`src/rtl/typedef_pkg.sv`:
```
// rtl/typedef_pkg.sv - shared state and requester encodings for the M_CU memory arbiter
package typedef_pkg;

    typedef enum logic [1:0] {
        ARB_IDLE = 2'd0,
        ARB_CMD  = 2'd1,
        ARB_DATA = 2'd2
    } arb_state_t;

    typedef enum logic {
        ARB_LD = 1'b0,
        ARB_ST = 1'b1
    } arb_req_t;

endpackage

```
`src/rtl/mcu_mem_arbiter_rr_arb2.sv`:
```
// rtl/mcu_mem_arbiter_rr_arb2.sv - two-requester round-robin grant, purely combinational
module rr_arb2
    import typedef_pkg::*;
(
    input  logic [1:0] req_i,
    input  arb_req_t   last_grant_i,
    output logic [1:0] gnt_o
);

    // Bit 0 is the load requester, bit 1 the store requester.
    always_comb begin
        gnt_o = 2'b00;
        case (req_i)
            2'b01:   gnt_o = 2'b01;
            2'b10:   gnt_o = 2'b10;
            2'b11:   gnt_o = (last_grant_i == ARB_ST) ? 2'b01 : 2'b10;
            default: gnt_o = 2'b00;
        endcase
    end

endmodule

```
`src/rtl/mcu_mem_arbiter.sv`:
```
// rtl/mcu_mem_arbiter.sv - arbitrates the external memory command port between load and store engines
module mcu_mem_arbiter
    import typedef_pkg::*;
#(
    parameter int ADDR_W = 32,
    parameter int LEN_W  = 8
) (
    input  logic              clk,
    input  logic              rstn,
    input  logic              ld_req_vld_i,
    output logic              ld_req_rdy_o,
    input  logic [ADDR_W-1:0] ld_addr_i,
    input  logic [LEN_W-1:0]  ld_len_i,
    output logic              ld_done_o,
    input  logic              st_req_vld_i,
    output logic              st_req_rdy_o,
    input  logic [ADDR_W-1:0] st_addr_i,
    input  logic [LEN_W-1:0]  st_len_i,
    output logic              st_done_o,
    output logic              mem_cmd_vld_o,
    input  logic              mem_cmd_rdy_i,
    output logic [ADDR_W-1:0] mem_cmd_addr_o,
    output logic [LEN_W-1:0]  mem_cmd_len_o,
    output logic              mem_cmd_we_o,
    input  logic              mem_beat_i,
    output logic              err_o
);

    arb_state_t        state_q, state_d;
    arb_req_t          last_grant_q, last_grant_d;
    logic [ADDR_W-1:0] cmd_addr_q, cmd_addr_d;
    logic [LEN_W-1:0]  cmd_len_q, cmd_len_d;
    logic              cmd_we_q, cmd_we_d;
    logic              cmd_vld_q, cmd_vld_d;
    logic [LEN_W-1:0]  cnt_q, cnt_d;
    logic              ld_done_q, ld_done_d;
    logic              st_done_q, st_done_d;
    logic              err_q, err_d;
    logic [1:0]        gnt;
    logic              idle;

    rr_arb2 u_rr_arb2 (
        .req_i        ({st_req_vld_i, ld_req_vld_i}),
        .last_grant_i (last_grant_q),
        .gnt_o        (gnt)
    );

    assign idle = (state_q == ARB_IDLE);

    // Gated by rstn so a requester holding vld during reset never sees rdy.
    assign ld_req_rdy_o = rstn & idle & gnt[0];
    assign st_req_rdy_o = rstn & idle & gnt[1];

    always_comb begin
        state_d      = state_q;
        last_grant_d = last_grant_q;
        cmd_addr_d   = cmd_addr_q;
        cmd_len_d    = cmd_len_q;
        cmd_we_d     = cmd_we_q;
        cnt_d        = cnt_q;
        ld_done_d    = 1'b0;
        st_done_d    = 1'b0;
        err_d        = err_q;
        case (state_q)
            ARB_IDLE: begin
                if (mem_beat_i) begin
                    err_d = 1'b1;
                end
                if (gnt[0]) begin
                    cmd_addr_d   = ld_addr_i;
                    cmd_len_d    = ld_len_i;
                    cmd_we_d     = 1'b0;
                    last_grant_d = ARB_LD;
                    state_d      = ARB_CMD;
                end else if (gnt[1]) begin
                    cmd_addr_d   = st_addr_i;
                    cmd_len_d    = st_len_i;
                    cmd_we_d     = 1'b1;
                    last_grant_d = ARB_ST;
                    state_d      = ARB_CMD;
                end
            end
            ARB_CMD: begin
                if (mem_beat_i) begin
                    err_d = 1'b1;
                end
                if (mem_cmd_rdy_i) begin
                    cnt_d   = cmd_len_q;
                    state_d = ARB_DATA;
                end
            end
            ARB_DATA: begin
                if (mem_beat_i) begin
                    if (cnt_q != '0) begin
                        cnt_d = cnt_q - LEN_W'(1);
                    end else begin
                        state_d   = ARB_IDLE;
                        ld_done_d = ~cmd_we_q;
                        st_done_d = cmd_we_q;
                    end
                end
            end
            default: state_d = ARB_IDLE;
        endcase
        cmd_vld_d = (state_d == ARB_CMD);
    end

    always_ff @(posedge clk or negedge rstn) begin
        if (!rstn) begin
            state_q      <= ARB_IDLE;
            last_grant_q <= ARB_ST;
            cmd_addr_q   <= '0;
            cmd_len_q    <= '0;
            cmd_we_q     <= 1'b0;
            cmd_vld_q    <= 1'b0;
            cnt_q        <= '0;
            ld_done_q    <= 1'b0;
            st_done_q    <= 1'b0;
            err_q        <= 1'b0;
        end else begin
            state_q      <= state_d;
            last_grant_q <= last_grant_d;
            cmd_addr_q   <= cmd_addr_d;
            cmd_len_q    <= cmd_len_d;
            cmd_we_q     <= cmd_we_d;
            cmd_vld_q    <= cmd_vld_d;
            cnt_q        <= cnt_d;
            ld_done_q    <= ld_done_d;
            st_done_q    <= st_done_d;
            err_q        <= err_d;
        end
    end

    assign mem_cmd_vld_o  = cmd_vld_q;
    assign mem_cmd_addr_o = cmd_addr_q;
    assign mem_cmd_len_o  = cmd_len_q;
    assign mem_cmd_we_o   = cmd_we_q;
    assign ld_done_o      = ld_done_q;
    assign st_done_o      = st_done_q;
    assign err_o          = err_q;

endmodule

```
`config.mk`:
```
export PLATFORM = sky130hd
export DESIGN_NAME = mcu_mem_arbiter
export DESIGN_NICKNAME = d
export VERILOG_FILES = /design/src/rtl/typedef_pkg.sv /design/src/rtl/mcu_mem_arbiter_rr_arb2.sv /design/src/rtl/mcu_mem_arbiter.sv
export SDC_FILE = /design/constraint.sdc
export NUM_CORES = 1
export LEC_CHECK = 0
export CAP_MARGIN = 25
export CORE_MARGIN = 8
export CORE_UTILIZATION = 37
export DETAILED_ROUTE_END_ITERATION = 10
export PLACE_DENSITY = 0.78
export SLEW_MARGIN = 15
export SYNTH_ARGS = -nofsm -noshare
export SYNTH_HDL_FRONTEND = slang
export SYNTH_HIERARCHICAL = 1
export SYNTH_SLANG_ARGS = --single-unit
```
`constraint.sdc`:
```
create_clock -name clk -period 1.5 [get_ports clk]
set_input_delay 0.375 -clock clk [delete_from_list [all_inputs] [get_ports clk]]
set_output_delay 0.375 -clock clk [all_outputs]
set_load 0.1 [all_outputs]
```
==> After elaboration in Yosys (flattened, before gate mapping) <==
Cells that the tools add are included.
{ "word_totals": {"register_bits": 56, "input_bits": 86, "output_inout_bits": 47, "elab_cells": 56} }
{ "op_classes": {"addsub": 1, "eq_ne": 9, "mux": 24, "n_bitwise": 4, "reduce_logical": 8} }
{ "ops": {"columns": ["op", "count"], "rows": [
  ["2-to-1 mux 32 bit", 2],
  ["2-to-1 mux 8 bit", 5],
  ["case mux 8 bit (2 select lines)", 1],
  ["2-to-1 mux 2 bit", 6],
  ["case mux 2 bit (3 select lines)", 2],
  ["2-to-1 mux 1 bit", 8],
  ["nonzero test 8 bit", 1],
  ["subtractor 8 x 1 -> 8 bit, second input constant", 1],
  ["== test 2 x 1 -> 1 bit, second input constant", 3],
  ["== test 2 bit, second input constant", 3],
  ["!= test 2 bit, second input constant", 3],
  ["AND reduction 2 bit", 2],
  ["AND reduction 4 bit", 1],
  ["nonzero test 2 bit", 2],
  ["bitwise AND 1 bit", 3],
  ["logical NOT 2 bit", 1],
  ["OR reduction 2 bit", 1],
  ["inverter 1 bit", 1]
]} }

==> Depth between registers and ports, before layout <==
{ "logic_depth": {"word_depth": 6, "depth_mapped": 8, "depth_no_buf": 6} }

==> Cells and area by module <==
Netlist, hierarchy kept.
{ "modules_own_cells": {"columns": ["mod", "instances", "cells_each", "area_per_inst_um2", "seq_area_each_um2"], "rows": [
  ["mcu_mem_arbiter", 1, 266, 2733.9, 1402.6],
  ["rr_arb2", 1, 3, 18.8, 0.0]
]} }

==> Least setup slack after synthesis <==
No wires, ideal clock.
{ "synth_timing": {"path_kind": "reg2out", "start": "reg last_grant_q", "end": "out ld_req_rdy_o", "arrival_ps": 1919, "required_time_ps": 1125, "path_slack_ps": -794, "stages_incl_launch_ff": 6, "path_buffers": 2, "path_cell_list": "dfstp_2 > inv_1 > a21boi_1 > buf_2 > buf_2 > and3_1"} }
{ "synth_between": {"elab_chain_len": 3} }
{ "synth_lines": {"columns": ["element", "line_no", "source"], "rows": [
  ["start, declared", "mcu_mem_arbiter.sv:30", "arb_req_t last_grant_q, last_grant_d;"],
  ["start signal, assigned", "mcu_mem_arbiter.sv:122", "last_grant_q <= last_grant_d;"],
  ["2-to-1 mux 2 bit", "mcu_mem_arbiter_rr_arb2.sv:16", "2'b11: gnt_o = (last_grant_i == ARB_ST) ? 2'b01 : 2'b10;"],
  ["case mux 2 bit (3 select lines)", "mcu_mem_arbiter_rr_arb2.sv:13", "case (req_i)"],
  ["named net gnt[0]", "mcu_mem_arbiter.sv:39", "logic [1:0] gnt;"],
  ["bitwise AND 1 bit", "mcu_mem_arbiter.sv:51", "assign ld_req_rdy_o = rstn & idle & gnt[0];"],
  ["end, declared", "mcu_mem_arbiter.sv:11", "output logic ld_req_rdy_o,"]
]} }
The timed path passes the listed nets, and every way through them passes these cells.

==> Worst setup path in the final report <==
Same ends and word-level chain as after synthesis.

==> impl_metrics.toml <==
[run_status]
status = "complete, but fails checks"
violations = "setup timing"

[placement]
hpwl_mm = 6.91
port_buffers = 132
routabilityCongestion = 0.810
dpl.cell_count = 510

[grt]
grt_usage = 0.175
grt_pass1_vias = 2986
antenna_found_initial = 0
gr-total-overflow = 0
grt_pass1_wl_mm = 14.5
grt_max_degree = 40

[timing]
layout_setup_ws_ns = -0.299
rsz0062_at_grt = "yes"
slew_headroom = 0.666
worst_pin_slew_ns = 0.501
fin_skew_ns = 0.0108
fmax_mhz = 556
hold_viol = 0
fin_crit_ns = 1.80
maxSlewViolCount = 0
finalSetupViolCount = 47
fin_crit_sh = 1.20
setup_tns_ns = -8.67
whs_ns = 0.0860

[route]
drtIter0Drc = 67
routedWlPerCell_um = 17.2
drc_errors = 0
drt_pass1_iterations = 4
num_vias = 2689
vias_per_cell = 5.05
totalWireLength_mm = 9.19
ant_nets = 0

[yosys]
yosysWarnings = 6
synthArstFlopShare = 1.00
ys_seq_elements = 56
ys_seq_area_frac = 0.510
postSynthAreaPerCell_um2 = 10.2
syn_inst = 269
syn-num-nets = 356
synth_edf_count = 0
netlist_area_mm2 = 0.00275
ys.flop_type = "dfrtp_1"
synth_cell_types = 43

[setup_path]
critPathKind = "flop to primary output"
cp_cell_sequence = "inv_2, a21boi_4, and3_4, buf_12"
cp.required_ns = 1.12
arrival_ns = 1.42
start_kind = "flop"
timing.critical_path.buf_inv = 2
end_kind = "primary output"
max_stage_delay_ns = 0.56
crit_slowest_cell = "dfstp_2"
cp_top_family = "flip-flops"
crit_fanout = 2

[floorplan]
die_x_um = 102
pin_count = 133
die_h_um = 102
rows = 31
core_region_area_mm2 = 0.00721
dieArea_mm2 = 0.0105
start_util = 0.382

[clocking]
cts_sinks = 56
cts_root_buffer = "clkbuf_8"
cts_tree = "yes"
cts.hold.buffers_added = 0
cts-htree-levels = 2
clk_pin_slew_ns = 0.10
insertion_delay_ns = 0.30
cts_buffer_depth = 2
cts_made_buffers = 5

[cells_and_area]
final_cell_mix = "clkdlybuf4s50_1, dfrtp_1, buf_12"
final_common_cell = "clkdlybuf4s50_1"
n_antenna_cell = 0
num-nets-final = 520
areaGrowthSynthToFinish_pct = 93.0
n_fill_cell = 514
drive_gt1_frac = 0.320
final_cells = 533

[run]
cap_violations = 0

[worst_hold_path]
hold_class = "input port to async pin"
-- cell usage after synthesis (2+ instances only) --
cell type	n	area [µm²]
dfrtp_1	55	1380
o21ai_2	2	17.5
buf_2	7	35.0
o211ai_1	2	15.0
o22ai_1	3	18.8
clkbuf_1	3	11.3
o221ai_1	3	26.3
a21oi_1	2	10.0
inv_1	5	18.8
a22oi_2	2	25.0
buf_4	6	45.0
nor2_1	6	22.5
o2bb2ai_1	2	17.5
nand2_1	48	180
and3_1	5	31.3
o21ai_1	11	55.1
a21o_1	2	15.0
o21ai_0	37	185
mux2i_1	40	400
nand3_1	5	25.0
-- final timing paths --
kind                                             endpoint                     start  cells after the start  slack, ns
max reg2reg                  mem_cmd_len_o[4]$_DFFE_PN0P_  last_grant_q$_DFFE_PN1P_                     10      -0.23
min reg2reg                             err_o$_DFFE_PN0P_         err_o$_DFFE_PN0P_                      1       0.53
max                                          ld_req_rdy_o  last_grant_q$_DFFE_PN1P_                      4      -0.30
max in group asynchronous   mem_cmd_addr_o[8]$_DFFE_PN0P_                      rstn                      2       0.95
min in group clk                        err_o$_DFFE_PN0P_         err_o$_DFFE_PN0P_                      1       0.53
min                        mem_cmd_addr_o[27]$_DFFE_PN0P_                      rstn                      2       0.09
-- cells by family after synthesis --
kind of cell / synth area share
compound gates: 0.158
fa+ha+maj: 0.00454
buf+inv: 0.0441
flops: 0.510
mux: 0.145
simple gates: 0.139
-- stage by stage --
step	utilization	setup WS [ns]	area [µm²]
6_report	0.737	-0.299	5310
5_1_grt	0.737	-0.329	5310
4_1_cts	0.721	-0.311	5200
3_5_place_dp	0.670	-0.465	4830
3_3_place_gp	0.670	-0.392	4830
2_1_floorplan	-	-0.227	2770
-- final cells by class --
class / instances / area (µm²) / share of cell area
clock buffer: 7 / 96.3 / 0.0181
timing repair buffer: 174 / 2250 / 0.423
sequential: 56 / 1400 / 0.264
tap: 99 / 124 / 0.0233
multi-input combinational: 190 / 1390 / 0.262
inverter: 6 / 22.5 / 0.00424
clock inverter: 1 / 30.0 / 0.00565
-- layer usage --
metal	global-route usage	vias to the layer above	wire length [µm]
met5	0	-	0
li1	-	1277	-
met4	0.0440	0	96
met1	0.178	1292	3160
met3	0.0634	11	762
met2	0.329	109	5170
-- registers in the layout, summed over array words and instances, names as in the netlist --
signal and cells:
cnt_q 8, mem_cmd_len_o 8, state_q 2, mem_cmd_vld_o 1
mem_cmd_addr_o 32, mem_cmd_we_o 1, ld_done_o 1, last_grant_q 1
st_done_o 1, err_o 1
-- what timing repair did --
item                                   CTS  global route
endpoints found under the hold margin    0             0
pin swaps                                6            10
setup endpoints to repair               55            56
gates resized for setup                 46            34
setup buffers                           10             4
gates cloned                             3             0
Power is left out: the tool's default activity adds up to more than one toggle a clock period on the data nets, which glitch-free logic cannot reach.
